<file path="src/rtl/uart_prog_loader_pkg.sv">
// Shared types and elaboration helpers for the UART program loader.
package uart_prog_loader_pkg;

  typedef enum logic [1:0] {StIdle, StLoad, StDone} state_e;

  typedef enum logic [1:0] {RxIdle, RxStart, RxData, RxStop} rx_state_e;

  function automatic int unsigned calc_bit_div(input int unsigned clk_freq,
                                               input int unsigned baud);
    return clk_freq / baud;
  endfunction

  function automatic int unsigned calc_tmr_w(input int unsigned idle_to,
                                             input int unsigned bit_div);
    return $clog2(idle_to * bit_div + 1);
  endfunction

endpackage

</file>
<file path="src/rtl/uart_prog_loader_rx_byte.sv">
// 8N1 byte receiver: synchronises rx, validates the start bit at half a bit, samples mid-bit.
module uart_rx_byte
  import uart_prog_loader_pkg::*;
#(
  parameter int unsigned BitDiv = 16
) (
  input  logic       clk_i,
  input  logic       rst_i,
  input  logic       rx_i,
  output logic       start_o,
  output logic       rx_valid_o,
  output logic [7:0] rx_data_o,
  output logic       rx_ferr_o
);

  localparam int unsigned CntW = $clog2(BitDiv);
  localparam logic [CntW-1:0] CntHalf = CntW'(BitDiv / 2 - 1);
  localparam logic [CntW-1:0] CntFull = CntW'(BitDiv - 1);

  rx_state_e       state_q, state_d;
  logic            sync1_q, sync2_q;
  logic [CntW-1:0] cnt_q, cnt_d;
  logic [2:0]      bit_q, bit_d;
  logic [7:0]      shift_q, shift_d;
  logic            valid_q, valid_d;
  logic            ferr_q, ferr_d;
  logic            start_q, start_d;

  always_comb begin
    state_d = state_q;
    cnt_d   = cnt_q + 1'b1;
    bit_d   = bit_q;
    shift_d = shift_q;
    valid_d = 1'b0;
    ferr_d  = ferr_q;
    start_d = 1'b0;
    unique case (state_q)
      RxIdle: begin
        cnt_d = '0;
        if (!sync2_q) begin
          state_d = RxStart;
          start_d = 1'b1;
        end
      end
      RxStart: begin
        // A line that has gone high again by half a bit was only a glitch.
        if (cnt_q == CntHalf) begin
          cnt_d = '0;
          bit_d = '0;
          state_d = sync2_q ? RxIdle : RxData;
        end
      end
      RxData: begin
        if (cnt_q == CntFull) begin
          cnt_d   = '0;
          shift_d = {sync2_q, shift_q[7:1]};
          bit_d   = bit_q + 3'd1;
          if (bit_q == 3'd7) state_d = RxStop;
        end
      end
      RxStop: begin
        if (cnt_q == CntFull) begin
          cnt_d   = '0;
          valid_d = 1'b1;
          ferr_d  = !sync2_q;
          state_d = RxIdle;
        end
      end
      default: state_d = RxIdle;
    endcase
  end

  always_ff @(posedge clk_i) begin
    if (rst_i) begin
      sync1_q <= 1'b1;
      sync2_q <= 1'b1;
      state_q <= RxIdle;
      cnt_q   <= '0;
      bit_q   <= '0;
      shift_q <= '0;
      valid_q <= 1'b0;
      ferr_q  <= 1'b0;
      start_q <= 1'b0;
    end else begin
      sync1_q <= rx_i;
      sync2_q <= sync1_q;
      state_q <= state_d;
      cnt_q   <= cnt_d;
      bit_q   <= bit_d;
      shift_q <= shift_d;
      valid_q <= valid_d;
      ferr_q  <= ferr_d;
      start_q <= start_d;
    end
  end

  assign start_o    = start_q;
  assign rx_valid_o = valid_q;
  assign rx_data_o  = shift_q;
  assign rx_ferr_o  = ferr_q;

endmodule

</file>
<file path="src/rtl/uart_prog_loader.sv">
// Loads little-endian 32-bit words from UART into the instruction ROM, holding the CPU in reset.
module uart_prog_loader
  import uart_prog_loader_pkg::*;
#(
  parameter int unsigned CLK_FREQ = 10_000_000,
  parameter int unsigned BAUD     = 115200,
  parameter int unsigned ADDR_W   = 14,
  parameter int unsigned IDLE_TO  = 64
) (
  input  logic              clock,
  input  logic              reset,
  input  logic              start_pg,
  input  logic              uart_rx,
  output logic              upg_wen,
  output logic [ADDR_W-1:0] upg_adr,
  output logic [31:0]       upg_dat,
  output logic              cpu_hold,
  output logic              upg_done,
  output logic              load_err
);

  localparam int unsigned BitDiv     = calc_bit_div(CLK_FREQ, BAUD);
  localparam int unsigned TmrW       = calc_tmr_w(IDLE_TO, BitDiv);
  localparam int unsigned IdleCycles = IDLE_TO * BitDiv;
  localparam logic [ADDR_W-1:0] AddrMax = '1;

  logic       rx_start, rx_valid, rx_ferr;
  logic [7:0] rx_data;

  uart_rx_byte #(
    .BitDiv(BitDiv)
  ) u_rx (
    .clk_i     (clock),
    .rst_i     (reset),
    .rx_i      (uart_rx),
    .start_o   (rx_start),
    .rx_valid_o(rx_valid),
    .rx_data_o (rx_data),
    .rx_ferr_o (rx_ferr)
  );

  state_e            state_q, state_d;
  logic [2:0]        start_s_q, start_s_d;
  logic [ADDR_W-1:0] addr_q, addr_d;
  logic [1:0]        bcnt_q, bcnt_d;
  logic [31:0]       word_q, word_d;
  logic [TmrW-1:0]   tmr_q, tmr_d;
  logic              armed_q, armed_d;
  logic              wen_q, wen_d;
  logic [ADDR_W-1:0] adr_q, adr_d;
  logic [31:0]       dat_q, dat_d;
  logic              hold_q, hold_d;
  logic              done_q, done_d;
  logic              err_q, err_d;
  logic              start_edge;

  assign start_edge = start_s_q[1] & ~start_s_q[2];

  always_comb begin
    start_s_d = {start_s_q[1:0], start_pg};
    state_d   = state_q;
    addr_d    = addr_q;
    bcnt_d    = bcnt_q;
    word_d    = word_q;
    tmr_d     = tmr_q;
    armed_d   = armed_q;
    wen_d     = 1'b0;
    adr_d     = adr_q;
    dat_d     = dat_q;
    hold_d    = hold_q;
    done_d    = done_q;
    err_d     = err_q;
    unique case (state_q)
      StIdle, StDone: begin
        if (start_edge) begin
          state_d = StLoad;
          hold_d  = 1'b1;
          done_d  = 1'b0;
          err_d   = 1'b0;
          addr_d  = '0;
          bcnt_d  = '0;
          tmr_d   = '0;
          armed_d = 1'b0;
        end
      end
      StLoad: begin
        // Idle time is measured from the last line activity, once data has started flowing.
        if (rx_start || rx_valid) tmr_d = '0;
        else if (armed_q) tmr_d = tmr_q + 1'b1;
        if (rx_valid) begin
          armed_d = 1'b1;
          if (rx_ferr) begin
            err_d = 1'b1;
          end else begin
            word_d[{bcnt_q, 3'b000} +: 8] = rx_data;
            bcnt_d = bcnt_q + 2'd1;
            if (bcnt_q == 2'd3) begin
              wen_d = 1'b1;
              adr_d = addr_q;
              dat_d = {rx_data, word_q[23:0]};
              if (addr_q == AddrMax) begin
                state_d = StDone;
                hold_d  = 1'b0;
                done_d  = 1'b1;
              end else begin
                addr_d = addr_q + 1'b1;
              end
            end
          end
        end else if (!rx_start && armed_q && tmr_q == TmrW'(IdleCycles - 1)) begin
          state_d = StDone;
          hold_d  = 1'b0;
          done_d  = 1'b1;
          if (bcnt_q != 2'd0) err_d = 1'b1;
        end
      end
      default: state_d = StIdle;
    endcase
  end

  always_ff @(posedge clock) begin
    if (reset) begin
      start_s_q <= '0;
      state_q   <= StIdle;
      addr_q    <= '0;
      bcnt_q    <= '0;
      word_q    <= '0;
      tmr_q     <= '0;
      armed_q   <= 1'b0;
      wen_q     <= 1'b0;
      adr_q     <= '0;
      dat_q     <= '0;
      hold_q    <= 1'b0;
      done_q    <= 1'b0;
      err_q     <= 1'b0;
    end else begin
      start_s_q <= start_s_d;
      state_q   <= state_d;
      addr_q    <= addr_d;
      bcnt_q    <= bcnt_d;
      word_q    <= word_d;
      tmr_q     <= tmr_d;
      armed_q   <= armed_d;
      wen_q     <= wen_d;
      adr_q     <= adr_d;
      dat_q     <= dat_d;
      hold_q    <= hold_d;
      done_q    <= done_d;
      err_q     <= err_d;
    end
  end

  assign upg_wen  = wen_q;
  assign upg_adr  = adr_q;
  assign upg_dat  = dat_q;
  assign cpu_hold = hold_q;
  assign upg_done = done_q;
  assign load_err = err_q;

endmodule
</file>
<file path="config.mk">
export PLATFORM = sky130hd
export DESIGN_NAME = uart_prog_loader
export DESIGN_NICKNAME = d
export VERILOG_FILES = /design/src/rtl/uart_prog_loader_pkg.sv /design/src/rtl/uart_prog_loader_rx_byte.sv /design/src/rtl/uart_prog_loader.sv
export SDC_FILE = /design/constraint.sdc
export NUM_CORES = 1
export LEC_CHECK = 0
export CAP_MARGIN = 15
export CORE_ASPECT_RATIO = 0.5
export CORE_MARGIN = 5
export CORE_UTILIZATION = 61
export CTS_CLUSTER_DIAMETER = 60
export DETAILED_ROUTE_END_ITERATION = 10
export PLACE_DENSITY = 0.85
export REMOVE_ABC_BUFFERS = 1
export SLEW_MARGIN = 0
export SYNTH_ARGS = -nofsm -noshare
export SYNTH_HDL_FRONTEND = slang
export SYNTH_SLANG_ARGS = --single-unit
</file>
<file path="constraint.sdc">
create_clock -name clock -period 2.84 [get_ports clock]
set_input_delay 0.284 -clock clock [delete_from_list [all_inputs] [get_ports clock]]
set_output_delay 0.284 -clock clock [all_outputs]
set_load 0.02 [all_outputs]
</file>
=== After elaboration in Yosys (flattened, before gate mapping) ===
Index checks and enable logic that the tools add are counted.

* $add $sub $neg: 6
* Equal/unequal tests: 28
* Shift-type cells: 2
* Muxes and demuxes: 59
* Bitwise logic cells: 7
* Reductions and logical operators: 28

{| class="wikitable"
|+ Operator list
! operator !! count
|-
| $mux W14 || 5
|-
| $mux W13 || 3
|-
| $bwmux W32 || 1
|-
| $shift A8 B7 Y32 const A || 1
|-
| $shiftx A8 B7 Y32 || 1
|-
| $mux W2 || 15
|-
| $pmux W14 S2 || 1
|-
| $pmux W13 S2 || 1
|-
| $pmux W7 S3 || 1
|-
| $mux W1 || 20
|-
| $ne A3 B3 Y1 const B || 5
|-
| $reduce_and A5 Y1 || 3
|-
| $add A14 B1 Y14 const B || 1
|-
| $eq A14 B14 Y1 const B || 1
|-
| $mux W7 || 2
|-
| $add A13 B1 Y13 const B || 1
|-
| $eq A13 B13 Y1 const B || 1
|-
| $reduce_and A3 Y1 || 4
|-
| $reduce_and A6 Y1 || 2
|-
| $ne A2 B1 Y1 const B || 5
|-
| $ne A2 B2 Y1 const B || 5
|-
| $eq A2 B2 Y1 const B || 4
|-
| $pmux W1 S2 || 4
|-
| $pmux W2 S2 || 2
|-
| other kinds (23) || 41
|}

* Flip-flop bits (word level): 142
* Bits of input ports: 4
* Output and inout bits: 50
* Word-level logic and storage cells: 152

=== Logic depth before layout (Yosys ltp) ===
* Depth in word-level cells: 6
* Mapped depth: 7
* Mapped depth without buffers: 6

=== By module ===
Synthesis repeated with hierarchy kept, for this count alone.

* Cell total of the unflattened synthesis: 656
* Area, all modules: 5,551.6 sq um

{| class="wikitable"
|+ Modules (own cells, without submodules)
! module !! instances !! cells an instance !! area an instance (sq um) !! sequential area each (sq um)
|-
| uart_prog_loader || 1 || 552 || 4,506.8 || 2,182.1
|-
| uart_rx_byte || 1 || 104 || 1,044.8 || 500.5
|}

=== Worst setup path before layout ===
OpenSTA, ideal clock, no wires.

* Path type: reg-to-reg
* Start point: reg state_q[0]
* End point: reg addr_q[5]
* Library setup time: 0.070 ns
* Arrival time: 1.812 ns
* Required time: 2.770 ns
* Setup slack: 0.958 ns
* Stages on the path, launching flop included: 7
* Path buffers: 2
* Clock period less this slack: 1.882 ns
* Cells stage by stage: dfxtp_1 or3b_1 buf_2 a22o_1 buf_6 or4_1 a21boi_1

* Longest elaborated chain between the ends: 4
* Elaborated cells between the ends (all ways): 12
* Classes of those cells: eq/ne (7); mux (1); reduce/logical (4)

{| class="wikitable"
|+ RTL lines
! item !! line !! RTL
|-
| start: declaration || uart_prog_loader.sv:42 || <nowiki>state_e state_q, state_d;</nowiki>
|-
| start signal: assignment || uart_prog_loader.sv:124 || <nowiki>state_q <= StIdle;</nowiki>
|-
| start signal: assignment || uart_prog_loader.sv:138 || <nowiki>state_q <= state_d;</nowiki>
|-
| $eq A2 B2 Y1 or $logic_not A2 Y1 (tied branches) || uart_prog_loader.sv:73 || <nowiki>unique case (state_q)</nowiki>
|-
| $reduce_or A2 Y1 || uart_prog_loader.sv:73 ||
|-
| $ne A2 B2 Y1 (no source line) or $reduce_bool A2 Y1 (tied branches) || -- ||
|-
| $reduce_and A6 Y1 (no source line) || -- ||
|-
| end signal: assignment || uart_prog_loader.sv:139 || <nowiki>addr_q <= addr_d;</nowiki>
|-
| end: declaration || uart_prog_loader.sv:44 || <nowiki>logic [ADDR_W-1:0] addr_q, addr_d;</nowiki>
|}

Several ways; a longest one is shown, not always the timed one.
A chain may end at the register's enable or synchronous reset.

=== Worst setup path in the final report ===
* Start point: reg state_q[0]
* End point: reg addr_q[6]

Same word-level chain as after synthesis.

==> impl_metrics.yaml <==
outcome:
  status: "complete, no violations"
logic_synthesis:
  syn_inst: 669
  synth_fa_ha_area_frac: 0.0379
  syn_area_per_cell_sq_um: 8.40
  synth.distinct_cells: 60
  ys.warnings.count: 0
  yosys_register_bits: 134
  synth_ff_type: "dfxtp_1"
  ys_seq_area_frac: 0.478
  synthXorXnorAreaFrac: 0.00780
  muxShareOfSynthArea: 0.0376
  synth-edff-count: 0
  async_flop_share: 0
  yosys.area_share.simple: 0.263
  synth_compound_area_frac: 0.140
  syn_area_sq_mm: 0.00562
  synth_top_family_by_area: "simple AND/OR/NAND/NOR gates"
worst_setup_path:
  cp_data_required_time_ns: 3.12
  crit_path_start_kind: "register"
  rr_endpoint: "addr_q[6]"
  timing.rr.start: "state_q[0]"
  critPathKind: "reg -> reg"
  cp_max_fo: 9
  rrSetupSlack_ns: 0.51
  worstSetupEndpointType: "register"
  rr_worst_depth: 4
  arrival_ns: 2.61
run:
  cap_violations: 0
worst_hold_path:
  min_path_type: "in -> reg"
  min-delay-start: "reset"
  holdPathEnd: "u_rx.rx_ferr_o"
  min_path_cells: 2
placement:
  place.port_buffers: 53
  placed_cell_area_sq_mm: 0.00626
  hpwl_mm: 8.34
  pre_cts_slack_ns: 0.635
  gp_congestion: 0.911
drt:
  drc: 0
  wl_met2_mm: 6.02
  drt_iter0_markers: 352
  totalWireLength_mm: 13.2
  wl_met3_um: 923
  wire_per_inst_um: 15.6
  ant_nets: 0
  num_vias: 5046
  first_pass_iters: 5
  routed_via_density: 5.94
  wl_met1_mm: 6.00
  top_layer_used: "met4"
global_route:
  grt_pass1_wl_mm: 22.4
  grt_usage: 0.235
  grt_pass1_vias: 4699
  grt_max_degree: 51
  overflow: 0
  antenna_found_initial: 0
power_and_ir_drop:
  peakVddDrop_uv: 484
  p_per_area_mw_per_mm2: 622
  leakage_nw: 2.43
  power.total_mw: 4.27
floorplan:
  core_sq_mm: 0.00883
  fp.dieH_um: 77.9
  initial_utilization: 0.636
  die_width_um: 146
  rows: 24
  die_area_sq_mm: 0.0113
  ios: 54
timing:
  rsz0062_at_grt: "no"
  finalSetupViolations: 0
  period_share: 0.819
  slew_violations: 0
  max_freq_ghz: 0.430
  fin_worst_skew_ns: 0.00647
  fin_tns_setup_ns: 0
  worst_slack_ns: 0.514
  min_period_ns: 2.33
  hold_violations: 0
  worst_pin_slew_ns: 0.877
  slew_headroom: 0.413
cells_and_area:
  nNetsFinal: 740
  area_growth_pct: 22.1
  drive_gt1_frac: 0.0710
  final_util: 0.777
  diodes: 0
  fin_area_sq_mm: 0.00686
clock_tree:
  clk_pin_slew_worst_paths_ns: 0.06
  tritoncts: "yes"
  cts_root_buf: "clkbuf_16"
  cts.path.max_buffers: 2
  cts_htree_levels: 4
  postCtsResizedCells: 0
  hold_buffers: 0
  clk_latency_ns: 0.42
  cts_setup_buffers: 0
  cts_made_buffers: 17
  cts_sinks: 134
-- placed cells by master (no fill, tap or decap), types with 4 or more instances in the layout --
cell type and n:
or3_1 10, ha_1 17, clkbuf_16 17, inv_1 14, nor2_1 27, nor3_1 6
dfxtp_1 134, mux2i_1 20, nand2_1 148, and3_1 4, nand3_1 42, and2_1 7
or4_1 9, a21oi_1 89, nor4_1 5, o21ai_0 9, nor3b_1 6, o31ai_1 7
nor2b_1 6, buf_4 16, clkdlybuf4s50_1 52, nand4_1 15, nand2b_1 4
-- stage by stage --
| stage | hold WS (ns) | std cells |
|---|---|---|
| after floorplan | 0.353 | 632 |
| after global placement | 0.400 | 817 |
| after detailed placement | 0.410 | 817 |
| final | 0.245 | 849 |
| after global routing | 0.269 | 849 |
| after CTS | 0.232 | 849 |
-- how the worst max path moves through the flow --
stage	start	endpoint	slack, ns	depth (start not counted)
2_1_floorplan	state_q[0]	tmr_q[12]	0.59	4
3_3_place_gp	state_q[0]	addr_q[6]	0.85	4
3_5_place_dp	state_q[0]	addr_q[6]	0.64	4
4_1_cts	state_q[0]	addr_q[6]	0.61	4
5_1_grt	state_q[0]	addr_q[6]	0.41	4
6_report	state_q[0]	addr_q[6]	0.51	4
-- cell families (layout without fill, tap and decap cells) --
family / Yosys count / after routing
AO/OA/AOI/OAI: 135 / 135
XOR/XNOR: 5 / 5
adder cells (fa/ha/maj): 17 / 17
buffers and inverters: 51 / 114
flip-flops: 134 / 134
multiplexers: 21 / 21
AND/OR/NAND/NOR: 306 / 306
-- power by group --
group | switching, mW | leakage [nW] | internal, mW | total [mW]
clock | 0.843 | 0.287 | 1.39 | 2.23
combinational | 0.0898 | 1.07 | 0.0468 | 0.137
sequential | 0.00920 | 1.08 | 1.89 | 1.90
-- metal layers --
| metal | vias to the layer above | track usage |
|---|---|---|
| li1 | 2450 | - |
| met1 | 2369 | 0.297 |
| met2 | 189 | 0.387 |
| met3 | 38 | 0.0629 |
| met4 | 0 | 0.0931 |
| met5 | - | 0 |
-- sequential cells by signal, indices dropped and copies added, names as in the netlist, 7 cells and up, named ones only --
register	flops
upg_dat	32
word_q	24
addr_q	14
upg_adr	14
tmr_q	13
u_rx.rx_data_o	8
u_rx.cnt_q	7
-- synth_stat cells (4+ instances only) --
| master | count | area [sq um] |
|---|---|---|
| a21oi_1 | 89 | 445 |
| and2_1 | 7 | 43.8 |
| and3_1 | 4 | 25.0 |
| clkbuf_1 | 33 | 124 |
| dfxtp_1 | 134 | 2680 |
| ha_1 | 17 | 213 |
| inv_1 | 14 | 52.6 |
| mux2i_1 | 20 | 200 |
| nand2_1 | 148 | 556 |
| nand2b_1 | 4 | 25.0 |
| nand3_1 | 42 | 210 |
| nand4_1 | 15 | 93.8 |
| nor2_1 | 27 | 101 |
| nor2b_1 | 6 | 37.5 |
| nor3_1 | 6 | 30.0 |
| nor3b_1 | 6 | 45.0 |
| nor4_1 | 5 | 31.3 |
| o21ai_0 | 9 | 45.0 |
| o31ai_1 | 7 | 52.6 |
| or3_1 | 10 | 62.6 |
| or4_1 | 9 | 67.6 |
-- cell type report --
cell class                      count  area [sq um]
Multi-Input combinational cell    484          2730
Clock buffer                       18           429
Timing Repair Buffer               68           641
Tap cell                          117           146
Sequential cell                   134          2680
Clock inverter                     14           175
Inverter                           14          52.6
Fill cell                         609          1970
-- worst max-delay path: stages, from the launching register on --
cell	delay [ns]
dfxtp_1	0.38
or3b_1	0.52
a22oi_1	0.61
nand3_1	0.23
o41ai_1	0.45
(Power assumes the default switching activity.)
